## config.mk

```make
export PLATFORM = sky130hd
export DESIGN_NAME = alu_arbiter
export DESIGN_NICKNAME = d
export VERILOG_FILES = /design/src/rtl/alu_pkg.sv /design/src/rtl/rr_arb2.sv /design/src/rtl/alu_arbiter.sv
export SDC_FILE = /design/constraint.sdc
export NUM_CORES = 1
export LEC_CHECK = 0
export ABC_CLOCK_PERIOD_IN_PS = 2700
export BUFFER_PORTS_ARGS = -buffer_cell sky130_fd_sc_hd__buf_2
export CAP_MARGIN = 20
export CORE_MARGIN = 1
export CORE_UTILIZATION = 46
export DETAILED_ROUTE_END_ITERATION = 10
export PLACE_DENSITY_LB_ADDON = 0.2
export SYNTH_ARGS = -nofsm -noshare
export SYNTH_HDL_FRONTEND = slang
export SYNTH_HIERARCHICAL = 1
export SYNTH_SLANG_ARGS = --single-unit
```

## constraint.sdc

```tcl
create_clock -name in_clk -period 2.7 [get_ports in_clk]
set_clock_uncertainty 0.1 [all_clocks]
set_input_delay 0.54 -clock in_clk [delete_from_list [all_inputs] [get_ports in_clk]]
set_output_delay 0.54 -clock in_clk [all_outputs]
set_load 0.05 [all_outputs]
```

## src/rtl/alu_pkg.sv

```systemverilog
// Shared ALU definitions: opcode encodings, legality check and the arbiter FSM states.
// Imported by the ALU, the arbiter and every other ALU client.
package alu_pkg;

  localparam logic [2:0] ALU_SUB  = 3'b000;
  localparam logic [2:0] ALU_NEG  = 3'b001;
  localparam logic [2:0] ALU_INC  = 3'b010;
  localparam logic [2:0] ALU_ADD  = 3'b100;
  localparam logic [2:0] ALU_PASS = 3'b111;

  typedef enum logic [1:0] {
    IDLE = 2'd0,
    EXEC = 2'd1,
    RESP = 2'd2
  } alu_state_e;

  function automatic logic alu_op_legal(input logic [2:0] op);
    case (op)
      ALU_SUB, ALU_NEG, ALU_INC, ALU_ADD, ALU_PASS: return 1'b1;
      default:                                     return 1'b0;
    endcase
  endfunction

endpackage

```

## src/rtl/rr_arb2.sv

```systemverilog
// Two-input round-robin picker. The pointer names the requester that wins a tie and
// moves to the other requester whenever a grant is taken.
module rr_arb2 (
  input  logic       clk,
  input  logic       rst_n,
  input  logic [1:0] valid,
  input  logic       advance,
  output logic [1:0] grant
);

  logic ptr;

  always_comb begin
    grant = '0;
    case (valid)
      2'b01:   grant = 2'b01;
      2'b10:   grant = 2'b10;
      2'b11:   grant = ptr ? 2'b10 : 2'b01;
      default: grant = '0;
    endcase
  end

  always_ff @(posedge clk or negedge rst_n) begin
    if (!rst_n) begin
      ptr <= 1'b0;
    end else if (advance) begin
      ptr <= grant[0];
    end
  end

endmodule

```

## src/rtl/alu_arbiter.sv

```systemverilog
// Shares one external combinational ALU between two requesters: round-robin grant,
// operand latch, one execute cycle, registered result with per-requester flags.
module alu_arbiter
  import alu_pkg::*;
#(
  parameter int unsigned WIDTH = 32
) (
  input  logic             in_clk,
  input  logic             in_rst_n,
  input  logic [1:0]       in_req_valid,
  input  logic [WIDTH-1:0] in_req_a0,
  input  logic [WIDTH-1:0] in_req_a1,
  input  logic [WIDTH-1:0] in_req_b0,
  input  logic [WIDTH-1:0] in_req_b1,
  input  logic [2:0]       in_req_op0,
  input  logic [2:0]       in_req_op1,
  output logic [1:0]       out_req_ready,
  output logic [WIDTH-1:0] out_alu_a,
  output logic [WIDTH-1:0] out_alu_b,
  output logic [2:0]       out_alu_op,
  input  logic [WIDTH-1:0] in_alu_result,
  input  logic             in_alu_zero,
  input  logic             in_alu_neg,
  output logic             out_rsp_valid,
  output logic             out_rsp_id,
  output logic [WIDTH-1:0] out_rsp_result,
  output logic             out_rsp_zero,
  output logic             out_rsp_neg,
  output logic             out_rsp_err,
  input  logic             in_rsp_ready
);

  alu_state_e       state, state_nx;
  logic [1:0]       grant;
  logic             grant_id;
  logic             accept;
  logic             req_legal;

  logic [WIDTH-1:0] req_a, req_b;
  logic [2:0]       req_op;

  logic [WIDTH-1:0] lat_a, lat_b;
  logic [2:0]       lat_op;
  logic             lat_id;

  logic [1:0]       flag_zero, flag_neg;

  logic [WIDTH-1:0] rsp_result;
  logic             rsp_id, rsp_zero, rsp_neg, rsp_err;

  rr_arb2 u_arb (
    .clk    (in_clk),
    .rst_n  (in_rst_n),
    .valid  (in_req_valid),
    .advance(accept),
    .grant  (grant)
  );

  assign grant_id = grant[1];

  always_comb begin
    req_a  = grant_id ? in_req_a1  : in_req_a0;
    req_b  = grant_id ? in_req_b1  : in_req_b0;
    req_op = grant_id ? in_req_op1 : in_req_op0;
  end

  assign req_legal = alu_op_legal(req_op);

  always_ff @(posedge in_clk or negedge in_rst_n) begin
    if (!in_rst_n) begin
      state <= IDLE;
    end else begin
      state <= state_nx;
    end
  end

  // The ALU sees a PASS of zero outside EXEC so its own flags stay untouched.
  always_comb begin
    state_nx      = state;
    accept        = 1'b0;
    out_req_ready = '0;
    out_rsp_valid = 1'b0;
    out_alu_op    = ALU_PASS;
    out_alu_a     = '0;
    out_alu_b     = '0;
    case (state)
      IDLE: begin
        out_req_ready = grant;
        accept        = |(grant & in_req_valid);
        if (accept) begin
          state_nx = req_legal ? EXEC : RESP;
        end
      end
      EXEC: begin
        out_alu_op = lat_op;
        out_alu_a  = lat_a;
        out_alu_b  = lat_b;
        state_nx   = RESP;
      end
      RESP: begin
        out_rsp_valid = 1'b1;
        if (in_rsp_ready) begin
          state_nx = IDLE;
        end
      end
      default: state_nx = IDLE;
    endcase
  end

  always_ff @(posedge in_clk or negedge in_rst_n) begin
    if (!in_rst_n) begin
      lat_a  <= '0;
      lat_b  <= '0;
      lat_op <= ALU_PASS;
      lat_id <= 1'b0;
    end else if (accept) begin
      lat_a  <= req_a;
      lat_b  <= req_b;
      lat_op <= req_op;
      lat_id <= grant_id;
    end
  end

  // Illegal ops skip EXEC and answer straight from accept with the requester's own flags.
  always_ff @(posedge in_clk or negedge in_rst_n) begin
    if (!in_rst_n) begin
      rsp_result <= '0;
      rsp_id     <= 1'b0;
      rsp_zero   <= 1'b0;
      rsp_neg    <= 1'b0;
      rsp_err    <= 1'b0;
      flag_zero  <= '0;
      flag_neg   <= '0;
    end else begin
      case (state)
        IDLE: begin
          if (accept && !req_legal) begin
            rsp_result <= '0;
            rsp_id     <= grant_id;
            rsp_err    <= 1'b1;
            rsp_zero   <= flag_zero[grant_id];
            rsp_neg    <= flag_neg[grant_id];
          end
        end
        EXEC: begin
          rsp_result <= in_alu_result;
          rsp_id     <= lat_id;
          rsp_err    <= 1'b0;
          if (lat_op == ALU_PASS) begin
            rsp_zero <= flag_zero[lat_id];
            rsp_neg  <= flag_neg[lat_id];
          end else begin
            rsp_zero          <= in_alu_zero;
            rsp_neg           <= in_alu_neg;
            flag_zero[lat_id] <= in_alu_zero;
            flag_neg[lat_id]  <= in_alu_neg;
          end
        end
        default: ;
      endcase
    end
  end

  assign out_rsp_result = rsp_result;
  assign out_rsp_id     = rsp_id;
  assign out_rsp_zero   = rsp_zero;
  assign out_rsp_neg    = rsp_neg;
  assign out_rsp_err    = rsp_err;

  a_ready_onehot: assert property (@(posedge in_clk) disable iff (!in_rst_n)
    $onehot0(out_req_ready));

  a_alu_op_legal: assert property (@(posedge in_clk) disable iff (!in_rst_n)
    alu_op_legal(out_alu_op));

  a_no_accept_in_resp: assert property (@(posedge in_clk) disable iff (!in_rst_n)
    out_rsp_valid |-> out_req_ready == 2'b00);

  a_rsp_stable: assert property (@(posedge in_clk) disable iff (!in_rst_n)
    out_rsp_valid && !in_rsp_ready |=> out_rsp_valid &&
      $stable({out_rsp_id, out_rsp_result, out_rsp_zero, out_rsp_neg, out_rsp_err}));

endmodule

```

# ---- After elaboration in Yosys (flattened, before gate mapping)
# Cells that the tools add are included.
dict set report word_totals {
  reg_bits 111
  inputBits 173
  wordCells 82
}
dict set report op_classes {
  n_lt_le_gt_ge 3
  n_eq_ne 13
  n_mux 40
  bitwise_logic 2
  n_reduce_logical 11
}
# operator count
set ops {}
lappend ops {{2-to-1 mux 32 bit} 5}
lappend ops {{case mux 32 bit (2 select lines)} 1}
lappend ops {{2-to-1 mux 1 bit} 18}
lappend ops {{case mux 2 bit (3 select lines)} 2}
lappend ops {{2-to-1 mux 2 bit} 5}
lappend ops {{== test 3 bit (second input constant)} 3}
lappend ops {{case mux 1 bit (2 select lines)} 4}
lappend ops {{== test 2 bit (second input constant)} 3}
lappend ops {{2-to-1 mux 3 bit} 2}
lappend ops {{inequality test 2 bit (second input constant)} 3}
lappend ops {{AND reduction 2 bit} 3}
lappend ops {{OR reduction 5 bit} 1}
lappend ops {{bitwise mux 2 bit} 2}
lappend ops {{== test 2 x 1 -> 1 bit (second input constant)} 2}
lappend ops {{less-than comparator 1 x 2 -> 1 bit (second input constant)} 2}
lappend ops {{== test 3 x 1 -> 1 bit (second input constant)} 1}
lappend ops {{== test 3 x 2 -> 1 bit (second input constant)} 1}
lappend ops {{zero test 3 bit} 1}
lappend ops {{bitwise AND 2 bit} 1}
lappend ops {{logical AND 1 bit} 2}
lappend ops {{zero test 2 bit} 1}
lappend ops {{nonzero test 2 bit} 1}
lappend ops {{OR reduction 2 bit} 1}
lappend ops {{demux 1 bit (select 1 bit)} 1}
lappend ops {{other kinds (3)} 3}

# ---- Longest topological paths before layout
# Gate-level depths: netlist of the first run.
dict set report depth {
  word_depth 10
  depth_mapped 9
}

# ---- Cells and area by module
# The synthesis of the first run kept the hierarchy.
# module instances cells_per_inst area_each_um2
set modules_own_cells {}
lappend modules_own_cells {alu_arbiter 1 496 5257.5}
lappend modules_own_cells {rr_arb2 1 5 62.6}

# ---- Least setup slack after synthesis of the first run
# Ideal clock, no wire load.
dict set report synth_path {
  path_kind {input to output}
  startpoint {input in_req_valid[1]}
  endpoint {output out_req_ready[1]}
  arrival_time_ns 2.772
  slack_ns -0.712
  path_stages 5
  n_path_buf 3
  path_cell_list {a21boi_0 -> buf_4 -> buf_2 -> buf_2 -> nor3b_1}
}
dict set report synth_via {
  elab_chain_cells 3
  elab_cells_between_ends 5
  classes_between {eq/ne (3); mux (2)}
}
# item line_no
set synth_rtl {}
lappend synth_rtl {{start: declaration} alu_arbiter.sv:10} ;# input logic [1:0] in_req_valid,
lappend synth_rtl {{== test 2 bit or == test 2 x 1 -> 1 bit (tied branches)} rr_arb2.sv:15} ;# case (valid)
lappend synth_rtl {{case mux 2 bit (3 select lines) *} rr_arb2.sv:15}
lappend synth_rtl {{2-to-1 mux 2 bit *} alu_arbiter.sv:86} ;# case (state)
lappend synth_rtl {{end: declaration} alu_arbiter.sv:17} ;# output logic [1:0] out_req_ready,
# Mark *: on every way between the ends. The rest lies on a longest branch, timed or not.

# ---- Worst setup path after layout of the first run
dict set report layout_path {
  startpoint {register state[0]}
  endpoint {output out_alu_a[24]}
}
dict set report layout_via {
  elab_chain_cells 2
}
# item line_no
set layout_rtl {}
lappend layout_rtl {{start: declaration} alu_arbiter.sv:33} ;# alu_state_e state, state_nx;
lappend layout_rtl {{start signal: assignment} alu_arbiter.sv:73} ;# state <= state_nx;
lappend layout_rtl {{== test 2 x 1 -> 1 bit} alu_arbiter.sv:86}
lappend layout_rtl {{2-to-1 mux 32 bit} alu_arbiter.sv:86}
lappend layout_rtl {{end: declaration} alu_arbiter.sv:18} ;# output logic [WIDTH-1:0] out_alu_a,
# No other way between the ends.

==> results of run 1 <==
[cells by family (layout without fill, tap and decap cells)]
group                     count (synthesis)  count (layout)  synth area share (%)
AOI/OAI and AO/OA                       113             113                  13.8
and+or+nand+nor                         153             153                  14.5
buffers and inverters                    42             310                  3.55
muxes                                    80              80                  15.4
xor gates and xnor gates                  2               2                 0.470
DFF                                     111             111                  52.3
[layout by cell type, fill, tap and decap left out, types with 2 or more instances in the layout]
cell type  netlist  routed
nor2b_1          3       2
nand2b_1         5       5
clkinv_2         0       2
buf_2            4     277
nand2_1         72      72
mux2_1           2       2
dfrtp_1        108     108
mux2_2           7       7
inv_1            3       3
mux2i_1         69      69
a211oi_1         2       2
dfstp_2          3       3
buf_4            1      11
buf_12           0       3
a22o_1          33      33
clkbuf_16        0       9
nor2_1           3       3
and2_1          64      64
o21ai_0         69      69
a21oi_1          2       2
inv_6            0       2
[final cells by class]
| cell class | instances | share of cell area [%] |
|---|---|---|
| tap | 140 | 2.45 |
| multi-input combinational | 348 | 33.3 |
| clock buffer | 10 | 3.20 |
| clock inverter | 6 | 0.612 |
| timing repair buffer | 291 | 21.4 |
| sequential | 111 | 38.9 |
| inverter | 3 | 0.157 |
[metrics by stage]
stage / setup slack, ps / total power [mW]
detailed placement: 125 / 6.70
CTS: 155 / 7.93
global route: 88.3 / 8.37
floorplan: 18.9 / 5.70
finish: 157 / 7.85
global placement: 246 / 6.58
[final timing paths]
kind / from / end / slack (ps)
setup / recovery: state[0] / out_alu_a[24] / 160
hold / removal: in_rst_n / lat_b[19] / 110
setup reg to reg: u_arb/ptr / out_rsp_result[17] / 310
hold reg to reg: lat_a[21] / lat_a[21] / 370
max in group asynchronous: in_rst_n / lat_op[0] / 1690
min in group in_clk: in_alu_result[8] / out_rsp_result[8] / 320
[worst reg2reg max path: stages (launching register included)]
cell and delay, ps:
dfrtp_1 390, inv_1 90, a21boi_4 310, mux2i_1 480, xor2_2 170, o211ai_4 240, buf_4 360, a22o_1 200
[layer usage]
layer  vias up  track usage [%]  part of all wire (%)
met3        16             5.87                   7.1
met1      2092             26.9                    41
met5         -                0                     0
met4         0             6.67                   1.9
met2       182             38.9                    50
li1       2243                -                     -
[flip-flops by register name, summed over array words and instances (netlist names), 2 cells and up]
register        cells
lat_a              32
lat_b              32
out_rsp_result     32
lat_op              3
flag_neg            2
flag_zero           2
state               2
[where the power goes]
part           total [mW]  leakage (nW)  internal [mW]  switching (mW)
clock                1.22         0.133          0.631           0.589
sequential           2.89          1.39           2.47           0.422
combinational        3.74          2.37           1.16            2.58
total                7.85          3.89           4.26            3.59
==> results.md, run 1 <==
Logic synthesis:
- The netlist uses 35 different library cells.
- In the post-synthesis netlist, the cell with the most instances is dfrtp_1.
- The number of standard cells after synthesis is ~500.
- The proportion of netlist area held by the largest area contributor is roughly 51%.
- By area the synthesized netlist is led by dfrtp_1 51%, mux2i_1 13%, and2_1 7.5%.
- Sequential cells were found to cover 52.3% of the synthesized design area.
- After synthesis, the mean cell area works out to approximately 11 µm².
- The biggest area contributor in the post-synthesis netlist is dfrtp_1.
- The number of nets produced by synthesis is approximately 670.
- By count the netlist is led by 108 x dfrtp_1, 72 x nand2_1, 69 x mux2i_1, 69 x o21ai_0, 64 x and2_1.
- The Yosys step of the flow raised 6 warnings.
- The flip-flop and latch count after synthesis is 111.
- The number of synthesized flops with an enable pin is 0.
- In the synthesized netlist the dominant register cell turns out to be dfrtp_1.
- In this run the cell area of the synthesized design comes to between 0.005 and 0.006 mm².
- In the synthesized netlist the async set-or-reset flop fraction comes to between 90% and 100%.

Critical path:
- The highest cell delay on the worst timing path is 480 ps.
- Walking the worst path, the cells encountered are nor2b_4, buf_4, and2_1, buf_2.
- In this run the worst path has a maximum fanout of 19.
- The largest individual stage delay along the critical path comes from the cell dfrtp_1.
- For the worst setup path, the data arrival time is ~1900 ps.
- STA classifies the critical path startpoint as a flip-flop.
- The worst-case reg-to-reg path depth is 7.
- STA classifies the critical path endpoint as an output pin.
- Counting buffers and inverters, the worst setup path is 4 cells deep.
- Together, buffers and inverters on the worst path number 2.
- The top cell family by delay on the critical path is buffers and inverters.
- Data on the critical path is required at its endpoint by between 2000 and 2500 ps.
- The type of the setup path with the least slack is flip-flop to output pin.

Place:
- The instance area at placement is about 0.0069 mm².
- The final HPWL from detailed placement is 10.1 mm.
- Once placement completed, the tool counted placed cells totaling about 890.
- The placer's final routability congestion estimate is 0.761.
- Input and output buffers added on the ports amount to about 280.

Detailed routing:
- The remaining routing DRC violations is 0.
- The first detailed-routing pass ran for 4 iterations.
- Summing over every cut layer, the via total after detailed routing is 4533.
- The total wire length is about 13 mm.
- The per-cell via count in the routed design is about 5.
- The number of routed nets with antenna violations is 0.
- The initial DRC count is approximately 260.
- The per-cell routed wire length is between 10 and 15 µm.

Floorplan:
- The initial utilization of the core area, before any placement, comes to 48.2%.
- The die covers 0.0120 mm².
- The floorplan step set the die height to ~110 µm.
- The die is around 110 µm wide.
- The region available for standard cell placement spans around 0.011 mm².
- For this design the top-level I/O count stands at 279.
- After floorplanning, the core was divided into 38 placement rows.

STA:
- The worst hold slack after final layout is ~110 ps.
- For this run, the top clock speed supported by timing is 393 MHz.
- For the final routed database, the setup TNS stands at 0 ps.
- The clock period could shrink to approximately 2500 ps.
- The final worst-path cycle share is between 90% and 100%.
- The count of final max-slew check failures is 0.
- The relative max-transition margin is between 50% and 60%.
- At the pin with the least slew margin, the transition time is roughly 630 ps.
- Setup repair after global routing left no endpoint under its margin.
- The number of hold violations in the final report is 0.
- The final count of negative-setup-slack endpoints is 0.

Layout:
- The growth of design area from synthesis to finish is 34.5%.
- After the last flow step, the layout net total stands at around 940.
- Registers take ~0.0028 mm².
- The final instance count without filler cells is slightly above 900.
- The utilization after layout is between 60% and 70%.
- After routing the design area is about 0.0072 mm².
- Fill cells in the final layout number between 900 and 1000.
- The number of antenna diodes is 0.
- The fraction of final layout cells sized beyond drive strength 1 is 42.3%.
- The area taken by multi-input logic gates is about 0.0024 mm².

CTS:
- The clock tree buffer depth is 2.
- The clock-pin slew on the worst setup and hold paths is around 70 ps.
- The worst-skew pair later-pin latency is 340 ps.
- TritonCTS built the clock tree.
- The cell at the root of the clock tree is clkbuf_16.
- The clock net sink count is between 100 and 150.
- The H-tree depth is 3.
- In this run the post-CTS setup repair buffer count came out at 0.
- The post-CTS resize count is 0.
- For this design, the CTS-stage hold fixing added 0 buffers.
- Buffers inserted during clock tree synthesis total 9.

Run status:
- The run finished with clean final reports.

Run:
- The reported max-cap violation count is 0.

Power and ir drop:
- For this design the static power due to leakage is between 3 and 4 nW.
- The largest voltage drop on the vdd net is about 0.94 mV.
- Dividing total power by cell area gives a power density of 1100 mW/mm².

Global route:
- The first global-routing pass estimated 20.5 mm of wire.
- The initial antenna violation count is 0.
- Entering global routing, the biggest net connects 73 pins.
- The total grt overflow is 0.
- The number of global-route vias before repair is approximately 4300.
- Global routing consumed, over all layers together, approximately 22% of the routing resources.

Hold path:
- The class of the worst hold path is input port to async pin.
No activity file was read; power rests on OpenSTA's default activity.
==> run 2, diff against run 1 <==
--- a/config.mk
+++ b/config.mk
@@ -9,7 +9,7 @@
 export BUFFER_PORTS_ARGS = -buffer_cell sky130_fd_sc_hd__buf_2
 export CAP_MARGIN = 20
 export CORE_MARGIN = 1
-export CORE_UTILIZATION = 46
+export CORE_UTILIZATION = 30
 export DETAILED_ROUTE_END_ITERATION = 10
 export PLACE_DENSITY_LB_ADDON = 0.2
 export SYNTH_ARGS = -nofsm -noshare
==> results.md, run 2 (synthesized netlist as in run 1, its figures left out) <==
Global route:
- The number of global-route vias before repair is 4548 (+4.7%).
- The initial antenna violation count is 0 (unchanged).
- The total grt overflow was 0 (unchanged).
- The global-route usage over all layers came to 15.9% (-6.4 points).
- The wire length of the first global-routing pass is 22.5 mm (+9.9%).
- The maximum number of pins on one net before global-route repair was 71 (-2.7%).

Floorplan:
- The I/O pin count came to 279 (unchanged).
- The area enclosed by the die boundary is 0.0183 mm² (+52%).
- The starting density of the core came to 30.8% (-17 points).
- The standard-cell row count came to 48 (+26%).
- The area inside the core boundary is 0.0173 mm² (+57%).
- The width of the chip is 135 µm (+23%).
- The floorplan die height is 135 µm (+23%).

Run:
- The reported max-cap violation count came to 0 (unchanged).

Detailed routing:
- The number of routed nets with antenna violations came to 0 (unchanged).
- The initial DRC count is 122 (-53%).
- The remaining routing DRC violations is 0 (unchanged).
- The per-cell routed wire length is 14.5 µm (+0.68%).
- The per-cell via count in the routed design is 4.56 (-8.5%).
- The detailed-routing iteration count for the pre-antenna-repair pass is 4 (unchanged).
- The total wire length is 14.5 mm (+10%).
- The via count came to 4539 (+0.13%).

Layout:
- The fraction of final layout cells sized beyond drive strength 1 is 42.3% (+0.075 points).
- The area taken by multi-input logic gates is 0.00238 mm² (unchanged).
- The final instance area is 0.00732 mm² (+2.3%).
- The fill cell instance count of the final layout was 1687 (+81%).
- The number of nets in the final layout is 938 (+0.11%).
- From synthesis to final layout, the design area changed by 37.5%.
- Leaving out fill and tap cells, the most frequent cell in the layout is buf_2.
- The area taken by flip-flops and latches was 0.00278 mm² (unchanged).
- The final instance count without filler cells is 995 (+9.5%).
- The number of antenna diodes is 0 (unchanged).
- The library cells used most frequently in the layout, excluding fill and tap cells, are 277 x buf_2, 108 x dfrtp_1, 72 x nand2_1, 69 x mux2i_1, 69 x o21ai_0.

CTS:
- Clock tree synthesis selected as its root buffer the cell clkbuf_16.
- The number of setup buffers added after CTS is 0 (unchanged).
- The clock net sink count is 111 (unchanged).
- The worst-skew pair later-pin latency is 350 ps (about the same).
- The H-tree depth is 3 (unchanged).
- The clock tree buffer depth is 2 (unchanged).
- The number of clock buffers inserted by TritonCTS was 9 (unchanged).
- TritonCTS built the clock tree.
- The clock-pin slew on the worst setup and hold paths is 70 ps (about the same).

STA:
- The worst hold slack after final layout is 296 ps (+183 ps).
- Setup repair after global routing left no endpoint under its margin.
- The final count of negative-setup-slack endpoints came to 0 (unchanged).
- The least setup slack across all paths after layout is 250 ps (+92.8 ps).
- The number of hold violations in the final report is 0 (unchanged).
- The minimum clock period after layout was 2450 ps (-92.8 ps).
- The count of final max-slew check failures came to 0 (unchanged).
- The relative max-transition margin is 57.9% (+0.12 points).
- The transition time at the pin with the least slew margin is 632 ps (-1.86 ps).
- The maximum operating frequency is 408 MHz (+3.8%).
- The final worst-path cycle share is 90.8% (-3.4 points).
- The setup TNS is 0 ps (unchanged).

Hold path:
- The launch instance of the worst min-delay path is in_rsp_ready.
- The path class of the tightest hold or removal check is input port to flip-flop.

Place:
- The count of input and output buffers is 278 (unchanged).
- The setup slack after placement is 165 ps (+40.1 ps).
- The placer's final routability congestion estimate is 0.809 (+6.3%).
- The instance area at placement is 0.00696 mm² (+1.2%).
- The final HPWL from detailed placement was 10.9 mm (+8.4%).
- The number of placed cells counting well taps is 978 (+9.5%).

Critical path:
- The setup slack of the worst register-to-register path is 360 ps (+50 ps).
- STA classifies the critical path startpoint as a flip-flop.
- The startpoint of the worst-slack reg-to-reg timing path is u_arb/ptr.
- The timing startpoint of the critical path is state[0].
- The required time of the critical path is 2060 ps (about the same).
- The maximum fanout encountered on the critical timing path came to 36 (+17).
- The critical path arrival came to 1810 ps (-90 ps).
- The setup path with the least slack is of type flip-flop to output pin.
- The worst setup path is captured at an output pin.

Run status:
- The run finished with clean final reports.

Power and ir drop:
- The leakage power summed over all cells is 3.92 nW (+0.88%).
- The power per cell area was 1120 mW/mm² (+1.7%).
- The largest voltage drop on the vdd net was 0.661 mV (-30%).
-- run 2: cell count changes in the layout (fill, tap and decap cells not counted), sizes merged --
cell	previous run	this run
bufinv	0	3
clkbuf	10	9
clkinv	3	2
clkinvlp	1	0
dlygate4sd3	0	1
-- run 2: final timing paths --
kind | to | cells after the start
max in group asynchronous | lat_b[20] | 3
min in group asynchronous | out_rsp_result[29] | 2
hold / removal | state[1] | 2
setup reg to reg | out_rsp_result[28] | 7
setup / recovery | out_alu_a[13] | 4
hold reg to reg | lat_b[21] | 2
-- run 2: routing by layer --
layer	up-vias	track usage (%)	part of all wire, %
met5	-	0	0
met4	0	6.49	1.9
met3	16	3.70	7.6
met2	197	26.8	48
met1	2078	19.3	42
li1	2248	-	-
-- run 2: layout make-up --
| cell class | count | area share (%) |
|---|---|---|
| multi-input combinational | 348 | 32.6 |
| sequential | 111 | 38.0 |
| inverter | 3 | 0.154 |
| clock buffer | 9 | 3.08 |
| timing repair buffer | 292 | 20.7 |
| tap | 225 | 3.85 |
| clock inverter | 7 | 1.61 |
-- run 2: critical path, stage by stage (launching register included) --
cell and delay, ps:
dfrtp_1 480, nor2b_4 200, buf_4 310, and2_1 190, buf_2 260
-- run 2: through the flow --
step           power [mW]  util (%)
3_5_place_dp         6.71      40.3
2_1_floorplan        5.70         -
6_report             8.17      42.3
5_1_grt              8.69      42.3
3_3_place_gp         6.61      40.3
4_1_cts              8.28      42.3
-- run 2: repair_timing --
action	4_1_cts	5_1_grt
gates resized for setup	0	0
hold buffers	1	0
hold endpoints to repair	22	0
-- run 2: report_power, final --
group          internal (mW)  switching, mW  leakage (nW)
sequential              2.47          0.427          1.39
clock                  0.911          0.617         0.170
combinational           1.14           2.60          2.36
total                   4.52           3.65          3.92
==> run 3, diff against run 2 <==
--- a/config.mk
+++ b/config.mk
@@ -5,7 +5,7 @@
 export SDC_FILE = /design/constraint.sdc
 export NUM_CORES = 1
 export LEC_CHECK = 0
-export ABC_CLOCK_PERIOD_IN_PS = 2700
+export ABC_CLOCK_PERIOD_IN_PS = 2600
 export BUFFER_PORTS_ARGS = -buffer_cell sky130_fd_sc_hd__buf_2
 export CAP_MARGIN = 20
 export CORE_MARGIN = 1
==> constraint.sdc (replaced) <==
create_clock -name in_clk -period 2.6 [get_ports in_clk]
set_clock_uncertainty 0.1 [all_clocks]
set_input_delay 0.52 -clock in_clk [delete_from_list [all_inputs] [get_ports in_clk]]
set_output_delay 0.52 -clock in_clk [all_outputs]
set_load 0.05 [all_outputs]
==> results.md, run 3 (synthesized netlist as in run 1, its figures left out) <==
Floorplan:
- The width of the chip is 135 µm (unchanged).
- The standard-cell row count is 48 (unchanged).
- The area inside the core boundary is 0.0173 mm² (unchanged).
- The floorplan die height is 135 µm (unchanged).
- The area enclosed by the die boundary is 0.0183 mm² (unchanged).
- The I/O pin count was 279 (unchanged).
- The starting density of the core is 30.8% (unchanged).

Critical path:
- The startpoint identified for the worst register-to-register timing path is u_arb/ptr.
- The maximum fanout encountered on the critical timing path is 53 (+47%).
- The critical path is of the flip-flop to output pin type.
- STA classifies the critical path startpoint as a flip-flop.
- The critical path arrival is 1900 ps (+90 ps).
- The worst-case reg-to-reg path depth is 7 (unchanged).
- The worst register-to-register path ends at out_rsp_result[23].
- The setup slack of the worst register-to-register path is 430 ps (+70 ps).
- The worst setup path is captured at an output pin.
- The required time of the critical path was 1980 ps (-80 ps).

Detailed routing:
- The per-cell via count in the routed design is 4.59 (+0.66%).
- The total wire length was 14.3 mm (-1.4%).
- The remaining routing DRC violations is 0 (unchanged).
- The number of routed nets with antenna violations is 0 (unchanged).
- The per-cell routed wire length was 14.4 µm (-1.1%).
- The initial DRC count is 109 (-11%).
- The via count came to 4555 (+0.35%).
- The detailed-routing iteration count for the pre-antenna-repair pass is 4 (unchanged).

Place:
- The count of input and output buffers came to 278 (unchanged).
- The placer's final routability congestion estimate is 0.799 (-1.2%).
- The final HPWL from detailed placement came to 10.3 mm (-6.2%).

Run:
- The reported max-cap violation count is 0 (unchanged).

Global route:
- The initial antenna violation count is 0 (unchanged).
- The number of global-route vias before repair is 4471 (-1.7%).
- The total grt overflow is 0 (unchanged).
- The wire length of the first global-routing pass is 22.1 mm (-2.0%).
- The maximum number of pins on one net before global-route repair was 70 (-1.4%).
- The global-route usage over all layers is 15.4% (-0.42 points).

Layout:
- Compared with the post-synthesis result, the final layout area differs by 36.9%.
- The utilization after layout is 42.1% (-0.20 points).
- The fraction of final layout cells sized beyond drive strength 1 came to 42.2% (-0.095 points).
- Leaving out fill and tap cells, the most frequent cells in the layout are 277 x buf_2, 108 x dfrtp_1, 72 x nand2_1, 69 x mux2i_1, 69 x o21ai_0.
- The area taken by flip-flops and latches is 0.00278 mm² (unchanged).
- The area taken by multi-input logic gates is 0.00238 mm² (unchanged).
- The fill cell instance count of the final layout is 1708 (+1.2%).
- The number of antenna diodes is 0 (unchanged).
- The number of nets in the final layout is 935 (-0.32%).
- The most common cell after layout, fill and taps aside is buf_2.

Hold path:
- The class of the worst hold path is input port to async pin.

CTS:
- The clock net sink count is 111 (unchanged).
- TritonCTS built the clock tree.
- The number of buffers added to fix hold violations after cts was 0 (-1).
- The cell at the root of the clock tree is clkbuf_16.
- The worst-skew pair later-pin latency was 340 ps (about the same).
- The H-tree depth is 3 (unchanged).
- The clock-pin slew on the worst setup and hold paths was 80 ps (about the same).
- The clock tree buffer depth is 2 (unchanged).
- The number of clock buffers inserted by TritonCTS is 9 (unchanged).
- The number of setup buffers added after CTS is 0 (unchanged).

STA:
- The clock period could shrink to 2520 ps.
- The count of final max-slew check failures is 0 (unchanged).
- The maximum operating frequency is roughly 400 MHz.
- Setup repair after global routing left no endpoint under its margin.
- The relative max-transition margin was 61.3% (+3.4 points).
- Of the available clock period, the critical path in the final layout requires a little over nine tenths.
- The transition time at the pin with the least slew margin is 581 ps (-51.1 ps).
- The final count of negative-setup-slack endpoints is 0 (unchanged).
- The number of hold violations in the final report is 0 (unchanged).
- The setup TNS is 0 ps (unchanged).

Power and ir drop:
- The power per cell area came to 1130 mW/mm² (+1.6%).
- The leakage power summed over all cells was 3.89 nW (-0.82%).
- The largest voltage drop on the vdd net was 0.800 mV (+21%).

Run status:
- The flow ran to the end, and the final reports show no timing, DRC or antenna violations.
==> run 3: changes by cell type in the layout (fill, tap and decap cells not counted), moves of 2 or more <==
cell,change
buf_4,-4
bufinv_16,-3
clkbuf_8,+2
buf_16,+2
clkinvlp_4,+2
==> run 3: worst max-delay path: stages (launching register included) <==
cell	delay, ps
dfrtp_1	480
nor2b_4	310
buf_16	250
and2_1	210
buf_2	280
==> run 3: final cells by class <==
type / count / share of cell area [%]
Timing Repair Buffer: 289 / 21.0
Clock inverter: 5 / 0.550
Tap cell: 225 / 3.87
Inverter: 3 / 0.155
Clock buffer: 11 / 3.47
Sequential cell: 111 / 38.2
Multi-Input combinational cell: 348 / 32.8
==> run 3: stage by stage <==
step / hold WS (ps) / total power [mW] / worst slack (ps) / std cells / area, µm²
2_1_floorplan: 124 / 5.92 / 52.5 / 501 / 5330
3_3_place_gp: 355 / 6.85 / 271 / 975 / 6950
3_5_place_dp: 363 / 6.94 / 226 / 975 / 6950
4_1_cts: 31.0 / 8.39 / 22.5 / 992 / 7290
5_1_grt: 51.0 / 8.81 / 21.0 / 992 / 7280
6_report: 20.8 / 8.26 / 84.3 / 992 / 7280
==> run 3: worst max path at each step <==
stage,to,depth (start not counted),start
finish,out_alu_b[7],4,state[0]
global route,out_alu_b[7],4,state[0]
CTS,out_alu_b[21],4,state[0]
detailed placement,out_rsp_result[23],7,in_req_valid[1]
global placement,out_rsp_zero,7,in_req_valid[1]
floorplan,out_req_ready[1],5,in_req_valid[1]
==> run 3: metal layers <==
layer  up-vias  wire length (µm)  global-route usage (%)
met3        11              1110                    4.08
met5         -                 0                       0
met1      2105              6300                    18.9
li1       2246                 -                       -
met2       193              6670                    26.1
met4         0               165                    5.49
==> run 3: timing repair <==
item,in CTS,in global routing
gates resized for setup,1,1
setup endpoints to repair,1,11
pin swaps,0,0
gates cloned,1,0
==> run 3: report_power, final <==
group,leakage (nW),switching [mW],internal (mW)
Combinational,2.36,2.71,1.21
Sequential,1.39,0.426,2.56
Clock,0.140,0.640,0.712
Total,3.89,3.77,4.49
